**src/rtl/ball_engine_if.sv**
```systemverilog
// Signal bundle between the ball engine (slave) and the scan/paddle/score logic (master).
`timescale 1ns/1ps
interface ball_engine_if;
    logic [5:0] counter_x;
    logic [5:0] counter_y;
    logic [5:0] paddle_l_y;
    logic [5:0] paddle_r_y;
    logic [5:0] ball_x;
    logic [5:0] ball_y;
    logic       draw_ball;
    logic [3:0] score_l;
    logic [3:0] score_r;
    logic       point_l;
    logic       point_r;
    logic       game_over;

    modport master (
        output counter_x, counter_y, paddle_l_y, paddle_r_y,
        input  ball_x, ball_y, draw_ball, score_l, score_r, point_l, point_r, game_over
    );

    modport slave (
        input  counter_x, counter_y, paddle_l_y, paddle_r_y,
        output ball_x, ball_y, draw_ball, score_l, score_r, point_l, point_r, game_over
    );
endinterface

```
**src/rtl/ball_engine.sv**
```systemverilog
// Pong ball: position, wall/paddle bounces, scoring and registered pixel flag on a 64x64 grid.
// Optional BALL_SPEEDUP_EN shortens the step period on each paddle hit.
`timescale 1ns/1ps
module ball_engine #(
    parameter int LEFT_PADDLE_X  = 2,
    parameter int RIGHT_PADDLE_X = 60,
    parameter int PADDLE_HEIGHT  = 6,
    parameter int TOP_WALL       = 6,
    parameter int BOTTOM_WALL    = 28,
    parameter int CENTER_X       = 32,
    parameter int CENTER_Y       = 17,
    parameter int BALL_SPEED     = 100,
    parameter int SERVE_DELAY    = 8,
    parameter int WIN_SCORE      = 7
) (
    input  logic         clk,
    input  logic         rst,
    ball_engine_if.slave bus
);
    localparam int CW = (BALL_SPEED < 1) ? 1 : $clog2(BALL_SPEED + 1);
    localparam int SW = (SERVE_DELAY < 2) ? 1 : $clog2(SERVE_DELAY);

    localparam logic [CW-1:0] SPEED_MAX  = CW'(BALL_SPEED);
    localparam logic [SW-1:0] SERVE_LAST = SW'(SERVE_DELAY - 1);
    localparam logic [5:0]    CX         = 6'(CENTER_X);
    localparam logic [5:0]    CY         = 6'(CENTER_Y);
    localparam logic [5:0]    TOP        = 6'(TOP_WALL);
    localparam logic [5:0]    BOT        = 6'(BOTTOM_WALL);
    localparam logic [5:0]    L_FACE     = 6'(LEFT_PADDLE_X + 2);
    localparam logic [5:0]    R_FACE     = 6'(RIGHT_PADDLE_X - 1);
    localparam logic [3:0]    WIN        = 4'(WIN_SCORE);

    typedef enum logic [1:0] {
        SERVE     = 2'd0,
        MOVE      = 2'd1,
        GAME_OVER = 2'd2
    } state_t;

    state_t        r_state;
    logic [5:0]    r_ball_x;
    logic [5:0]    r_ball_y;
    logic          r_dx_neg;
    logic          r_dy_neg;
    logic [CW-1:0] r_speed_cnt;
    logic [SW-1:0] r_serve_cnt;
    logic [3:0]    r_score_l;
    logic [3:0]    r_score_r;
    logic          r_point_l;
    logic          r_point_r;
    logic          r_draw_ball;
    logic          r_game_over;

    logic          w_tick;
    logic          w_left_face;
    logic          w_right_face;
    logic          w_l_hit;
    logic          w_r_hit;
    logic [3:0]    w_score_l_inc;
    logic [3:0]    w_score_r_inc;

    assign w_left_face  = r_dx_neg  && (r_ball_x == L_FACE);
    assign w_right_face = !r_dx_neg && (r_ball_x == R_FACE);

    // Paddle span is compared in 7 bits so paddle_y+PADDLE_HEIGHT cannot wrap past row 63.
    assign w_l_hit = ({1'b0, r_ball_y} >= {1'b0, bus.paddle_l_y}) &&
                     ({1'b0, r_ball_y} <= ({1'b0, bus.paddle_l_y} + 7'(PADDLE_HEIGHT)));
    assign w_r_hit = ({1'b0, r_ball_y} >= {1'b0, bus.paddle_r_y}) &&
                     ({1'b0, r_ball_y} <= ({1'b0, bus.paddle_r_y} + 7'(PADDLE_HEIGHT)));

    assign w_score_l_inc = (r_score_l >= WIN) ? WIN : r_score_l + 4'd1;
    assign w_score_r_inc = (r_score_r >= WIN) ? WIN : r_score_r + 4'd1;

`ifdef BALL_SPEEDUP_EN
    logic [CW-1:0] r_period;
    logic          w_hit;
    logic          w_to_serve;

    assign w_tick     = (r_speed_cnt >= r_period);
    assign w_hit      = w_tick && (r_state == MOVE) &&
                        ((w_left_face && w_l_hit) || (w_right_face && w_r_hit));
    assign w_to_serve = w_tick && (r_state == MOVE) &&
                        ((w_left_face && !w_l_hit && (w_score_r_inc != WIN)) ||
                         (w_right_face && !w_r_hit && (w_score_l_inc != WIN)));

    always_ff @(posedge clk or negedge rst) begin
        if (!rst) begin
            r_period <= SPEED_MAX;
        end else if (w_to_serve) begin
            r_period <= SPEED_MAX;
        end else if (w_hit) begin
            if (int'(r_period) >= 24)
                r_period <= r_period - CW'(8);
            else if (int'(r_period) > 16)
                r_period <= CW'(16);
        end
    end
`else
    assign w_tick = (r_speed_cnt == SPEED_MAX);
`endif

    always_ff @(posedge clk or negedge rst) begin
        if (!rst) begin
            r_state     <= SERVE;
            r_ball_x    <= CX;
            r_ball_y    <= CY;
            r_dx_neg    <= 1'b0;
            r_dy_neg    <= 1'b0;
            r_speed_cnt <= '0;
            r_serve_cnt <= '0;
            r_score_l   <= 4'd0;
            r_score_r   <= 4'd0;
            r_point_l   <= 1'b0;
            r_point_r   <= 1'b0;
            r_draw_ball <= 1'b0;
            r_game_over <= 1'b0;
        end else begin
            r_point_l   <= 1'b0;
            r_point_r   <= 1'b0;
            r_draw_ball <= (bus.counter_x == r_ball_x) && (bus.counter_y == r_ball_y) &&
                           (r_state != GAME_OVER);
            r_speed_cnt <= w_tick ? '0 : r_speed_cnt + 1'b1;
            if (w_tick) begin
                case (r_state)
                    SERVE: begin
                        if (r_serve_cnt == SERVE_LAST) begin
                            r_serve_cnt <= '0;
                            r_state     <= MOVE;
                        end else begin
                            r_serve_cnt <= r_serve_cnt + 1'b1;
                        end
                    end
                    MOVE: begin
                        if (!r_dy_neg && (r_ball_y == BOT)) begin
                            r_dy_neg <= 1'b1;
                            r_ball_y <= r_ball_y - 6'd1;
                        end else if (r_dy_neg && (r_ball_y == TOP)) begin
                            r_dy_neg <= 1'b0;
                            r_ball_y <= r_ball_y + 6'd1;
                        end else begin
                            r_ball_y <= r_dy_neg ? r_ball_y - 6'd1 : r_ball_y + 6'd1;
                        end
                        // A miss re-centres the ball and overrides the Y step above.
                        if (w_left_face && w_l_hit) begin
                            r_dx_neg <= 1'b0;
                            r_ball_x <= r_ball_x + 6'd1;
                        end else if (w_right_face && w_r_hit) begin
                            r_dx_neg <= 1'b1;
                            r_ball_x <= r_ball_x - 6'd1;
                        end else if (w_left_face) begin
                            r_score_r <= w_score_r_inc;
                            r_point_r <= 1'b1;
                            r_dx_neg  <= 1'b1;
                            r_dy_neg  <= 1'b0;
                            r_ball_x  <= CX;
                            r_ball_y  <= CY;
                            r_state     <= (w_score_r_inc == WIN) ? GAME_OVER : SERVE;
                            r_game_over <= (w_score_r_inc == WIN);
                        end else if (w_right_face) begin
                            r_score_l <= w_score_l_inc;
                            r_point_l <= 1'b1;
                            r_dx_neg  <= 1'b0;
                            r_dy_neg  <= 1'b0;
                            r_ball_x  <= CX;
                            r_ball_y  <= CY;
                            r_state     <= (w_score_l_inc == WIN) ? GAME_OVER : SERVE;
                            r_game_over <= (w_score_l_inc == WIN);
                        end else begin
                            r_ball_x <= r_dx_neg ? r_ball_x - 6'd1 : r_ball_x + 6'd1;
                        end
                    end
                    default: begin
                    end
                endcase
            end
        end
    end

    assign bus.ball_x    = r_ball_x;
    assign bus.ball_y    = r_ball_y;
    assign bus.draw_ball = r_draw_ball;
    assign bus.score_l   = r_score_l;
    assign bus.score_r   = r_score_r;
    assign bus.point_l   = r_point_l;
    assign bus.point_r   = r_point_r;
    assign bus.game_over = r_game_over;
endmodule

```
**src/flat_wrapper.sv**
```systemverilog
// flat-port wrapper written by rule: the top's interface ports become plain ports
module ball_engine_flat 
#(
    parameter int LEFT_PADDLE_X  = 2,
    parameter int RIGHT_PADDLE_X = 60,
    parameter int PADDLE_HEIGHT  = 6,
    parameter int TOP_WALL       = 6,
    parameter int BOTTOM_WALL    = 28,
    parameter int CENTER_X       = 32,
    parameter int CENTER_Y       = 17,
    parameter int BALL_SPEED     = 100,
    parameter int SERVE_DELAY    = 8,
    parameter int WIN_SCORE      = 7
)
  (clk, rst, bus_counter_x, bus_counter_y, bus_paddle_l_y, bus_paddle_r_y, bus_ball_x, bus_ball_y, bus_draw_ball, bus_score_l, bus_score_r, bus_point_l, bus_point_r, bus_game_over);
  ball_engine_if bus_i ();
  input  logic clk;
  input  logic rst;
  input wire logic [$bits(bus_i.counter_x)-1:0] bus_counter_x;
  input wire logic [$bits(bus_i.counter_y)-1:0] bus_counter_y;
  input wire logic [$bits(bus_i.paddle_l_y)-1:0] bus_paddle_l_y;
  input wire logic [$bits(bus_i.paddle_r_y)-1:0] bus_paddle_r_y;
  output wire logic [$bits(bus_i.ball_x)-1:0] bus_ball_x;
  output wire logic [$bits(bus_i.ball_y)-1:0] bus_ball_y;
  output wire logic [$bits(bus_i.draw_ball)-1:0] bus_draw_ball;
  output wire logic [$bits(bus_i.score_l)-1:0] bus_score_l;
  output wire logic [$bits(bus_i.score_r)-1:0] bus_score_r;
  output wire logic [$bits(bus_i.point_l)-1:0] bus_point_l;
  output wire logic [$bits(bus_i.point_r)-1:0] bus_point_r;
  output wire logic [$bits(bus_i.game_over)-1:0] bus_game_over;
  assign bus_i.counter_x = bus_counter_x;
  assign bus_i.counter_y = bus_counter_y;
  assign bus_i.paddle_l_y = bus_paddle_l_y;
  assign bus_i.paddle_r_y = bus_paddle_r_y;
  assign bus_ball_x = bus_i.ball_x;
  assign bus_ball_y = bus_i.ball_y;
  assign bus_draw_ball = bus_i.draw_ball;
  assign bus_score_l = bus_i.score_l;
  assign bus_score_r = bus_i.score_r;
  assign bus_point_l = bus_i.point_l;
  assign bus_point_r = bus_i.point_r;
  assign bus_game_over = bus_i.game_over;
  ball_engine #(.LEFT_PADDLE_X(LEFT_PADDLE_X), .RIGHT_PADDLE_X(RIGHT_PADDLE_X), .PADDLE_HEIGHT(PADDLE_HEIGHT), .TOP_WALL(TOP_WALL), .BOTTOM_WALL(BOTTOM_WALL), .CENTER_X(CENTER_X), .CENTER_Y(CENTER_Y), .BALL_SPEED(BALL_SPEED), .SERVE_DELAY(SERVE_DELAY), .WIN_SCORE(WIN_SCORE)) u_core (.clk(clk), .rst(rst), .bus(bus_i));
endmodule
```
**config.mk**
```make
export PLATFORM = sky130hd
export DESIGN_NAME = ball_engine_flat
export DESIGN_NICKNAME = d
export VERILOG_FILES = /design/src/rtl/ball_engine_if.sv /design/src/rtl/ball_engine.sv /design/src/flat_wrapper.sv
export SDC_FILE = /design/constraint.sdc
export NUM_CORES = 1
export LEC_CHECK = 0
export BUFFER_PORTS_ARGS = -buffer_cell sky130_fd_sc_hd__buf_2
export CAP_MARGIN = 5
export CORE_MARGIN = 2
export CORE_UTILIZATION = 37
export CTS_BUF_LIST = sky130_fd_sc_hd__clkbuf_4
export CTS_CLUSTER_DIAMETER = 100
export CTS_CLUSTER_SIZE = 14
export DETAILED_ROUTE_END_ITERATION = 16
export PLACE_DENSITY = 0.61
export SYNTH_ARGS = -nofsm -noshare
export SYNTH_HDL_FRONTEND = slang
export SYNTH_SLANG_ARGS = --single-unit
```
**constraint.sdc**
```tcl
create_clock -name clk -period 2.3 [get_ports clk]
set_input_delay 0.23 -clock clk [delete_from_list [all_inputs] [get_ports clk]]
set_output_delay 0.23 -clock clk [all_outputs]
set_load 0.02 [all_outputs]
```
==> metrics.cfg <==
[synthesis]
ys_ff_latch = 38
syn_avg_cell_area_um2 = 9.33
synth_area_um2 = 3010
ys_warn_count = 0
yosysMostFrequentCell = ha_1
yosysSeqAreaShare_pct = 31.8
synthTopCellsByCount = ha_1 (36), dfrtp_1 (35), nor2_1 (27), nand2_1 (23), inv_1 (21)
synth_top_family_by_area = simple AND/OR/NAND/NOR gates
syn_inst = 322
synth-edff-count = 0
synth_top_area_share_pct = 29.1
yosys.area_share.simple_pct = 20.0
synth_mux_area_share_pct = 4.04
synth_area_leaders = dfrtp_1 (29%), ha_1 (15%), xnor2_1 (5.0%), mux2_2 (3.4%), nor2_1 (3.4%)
syn_nets = 384
synth.distinct_cells = 65
yosys.area.top_type = dfrtp_1
synth_fa_ha_area_share_pct = 15.7
synth-compound-area-share_pct = 16.8
dominantRegCellSynth = dfrtp_1
async_reset_ff_share_pct = 100
yosys.area_share.xor_xnor_pct = 7.29

[cts]
cts_tree = built
clockBufferDepth = 2
numCtsBuffers = 5
root_buffer = clkbuf_4
cts_sinks = 38
holdBufCountCts = 0
h-tree-depth = 2
path_clk_slew_ns = 0.13
clock_latency_ns = 0.36

[floorplan]
fp-row-count = 32
start_util_pct = 38.5
die_w_um = 94.1
die_h_um = 94.1
pin_count = 50
die_area_um2 = 8860
coreArea_um2 = 7810

[critical_path]
crit_path_max_fanout = 7
cp-start-kind = register
critPathKind = register to register
required_ns = 2.59
crit_path_end_kind = register
critPathArrivalTime_ns = 2.58

[sta]
whs_ns = -0.0199
setup_viol = 0
setup_slack_ns = 0.00898
period_share_pct = 99.6
rsz0062_at_grt = true
setup_tns_ns = 0
clock_skew_ns = 0.0120
slew_violations = 0
relSlewSlack_pct = 41.4
period_needed_ns = 2.29
worst_slew_pin_slew_ns = 0.879
hold_violations = 35
fmax_ghz = 0.436

[drt]
dr_wl_met2_mm = 3.84
viasPerCell = 5.33
post_drt_wl_per_cell_um = 14.9
met1Wirelength_mm = 3.43
drc = 0
drt_first_pass_iters = 4
wl_mm = 7.73
drt_iter0_drc = 119
vias = 2769
wl_met3_um = 353
ant_nets = 0
top_layer = met4

[global_route]
grt_usage_pct = 18.3
grt_pass1_wl_mm = 12.9
grt_start_max_net_pins = 39
grt_overflow = 0
grt_pass1_vias = 2767
antenna_found_initial = 0

[final_layout]
fin_nets = 479
area_growth_pct = 33.8
layout-drive-gt1-share_pct = 39.0
antenna_cells = 0
fin_area_um2 = 4020

[run_status]
violations = negative hold slack
status = finished, violations left

[power]
p_per_area_nw_per_um2 = 362
power_mw = 1.46
ir_drop_mv = 0.293
p_leak_nw = 1.90

[place]
gp_congestion = 0.903
dpl_cell_area_um2 = 3650
numPortBuffers = 49
place_worst_setup_slack_ns = -0.294
place_hpwl_mm = 5.93

[min_path]
hp-class = primary input to async pin

[flow_run]
maxCapViolCount = 0

## worst paths after layout
kind                                             from                    end  slack, ns  cells after the start
max in group asynchronous                         rst   u_core.bus.ball_y[3]       1.73                      1
worst max register to register   u_core.bus.ball_y[4]   u_core.bus.ball_x[5]      0.009                      8
worst min register to register  u_core.r_speed_cnt[0]  u_core.r_speed_cnt[0]       0.49                      1
min in group clk                     bus_counter_x[2]   u_core.bus.draw_ball       0.18                      4
worst max-delay path             u_core.bus.ball_y[4]   u_core.bus.ball_x[5]      0.009                      8
worst min-delay path                              rst  u_core.bus.score_r[0]      -0.02                      1
## layout by cell type, fill, tap and decap left out, types with 10 or more instances in the layout
cell | synthesis | final
xnor2_1 | 17 | 17
inv_1 | 21 | 19
o21ai_0 | 13 | 11
ha_1 | 36 | 28
nand2_1 | 23 | 22
nor2_1 | 27 | 25
a21oi_1 | 13 | 10
buf_4 | 3 | 43
nand3_1 | 15 | 12
buf_2 | 2 | 49
dfrtp_1 | 35 | 33
## repair_timing
| action | in CTS | in global routing |
|---|---|---|
| pin swaps | 4 | 11 |
| buffers inserted | 7 | 4 |
| hold endpoints to repair | 0 | 0 |
| resized for setup | 5 | 29 |
| cloned | 0 | 0 |
| endpoints found under the setup margin | 15 | 25 |
## state kept, by name, summed over array words and instances, names as in the netlist
register / count
u_core.r_speed_cnt: 7
u_core.r_state: 2
u_core.bus.ball_x: 6
u_core.bus.game_over: 1
u_core.bus.score_r: 4
u_core.r_dy_neg: 1
u_core.bus.ball_y: 6
u_core.r_serve_cnt: 3
u_core.r_dx_neg: 1
u_core.bus.point_l: 1
u_core.bus.point_r: 1
u_core.bus.draw_ball: 1
u_core.bus.score_l: 4
## per-layer routing
layer  vias up  track usage [%]
li1       1360                -
met1      1332             23.6
met2        62             30.7
met3        15             3.77
met4         0             5.92
met5         -                0
## worst max-delay path, cell delays in order, from the launching register on
cell      delay [ns]
dfstp_2         0.64
ha_1            0.27
a21o_1          0.17
a21oi_2         0.16
a21oi_2         0.07
nand3b_1        0.26
buf_4           0.19
and3_4          0.18
o311a_1         0.29
## final cells by class
type | instances | area [µm²]
clock buffer | 5 | 37.5
clock inverter | 3 | 63.8
fill | 733 | 3790
inverter | 21 | 81.3
multi-input combinational | 254 | 2130
sequential | 38 | 957
tap | 102 | 128
timing repair buffer | 97 | 624
## where the power goes
| group | leakage [nW] | switching, mW | internal [mW] |
|---|---|---|---|
| Clock | 0.0528 | 0.240 | 0.335 |
| Sequential | 0.437 | 0.000000833 | 0.668 |
| Combinational | 1.41 | 0.108 | 0.105 |
## kinds of logic after synthesis
| kind of cell | after synthesis |
|---|---|
| xor+xnor | 25 |
| compound gates | 69 |
| flops | 38 |
| fa+ha+maj | 38 |
| simple gates | 111 |
| buf+inv | 30 |
| mux | 11 |
## stage by stage
step,utilization (%),instances
after floorplan,-,322
after global placement,46.8,501
after detailed placement,46.8,501
after CTS,49.1,516
after global routing,51.5,520
final,51.5,520
Power figures use the tool's default switching activity.
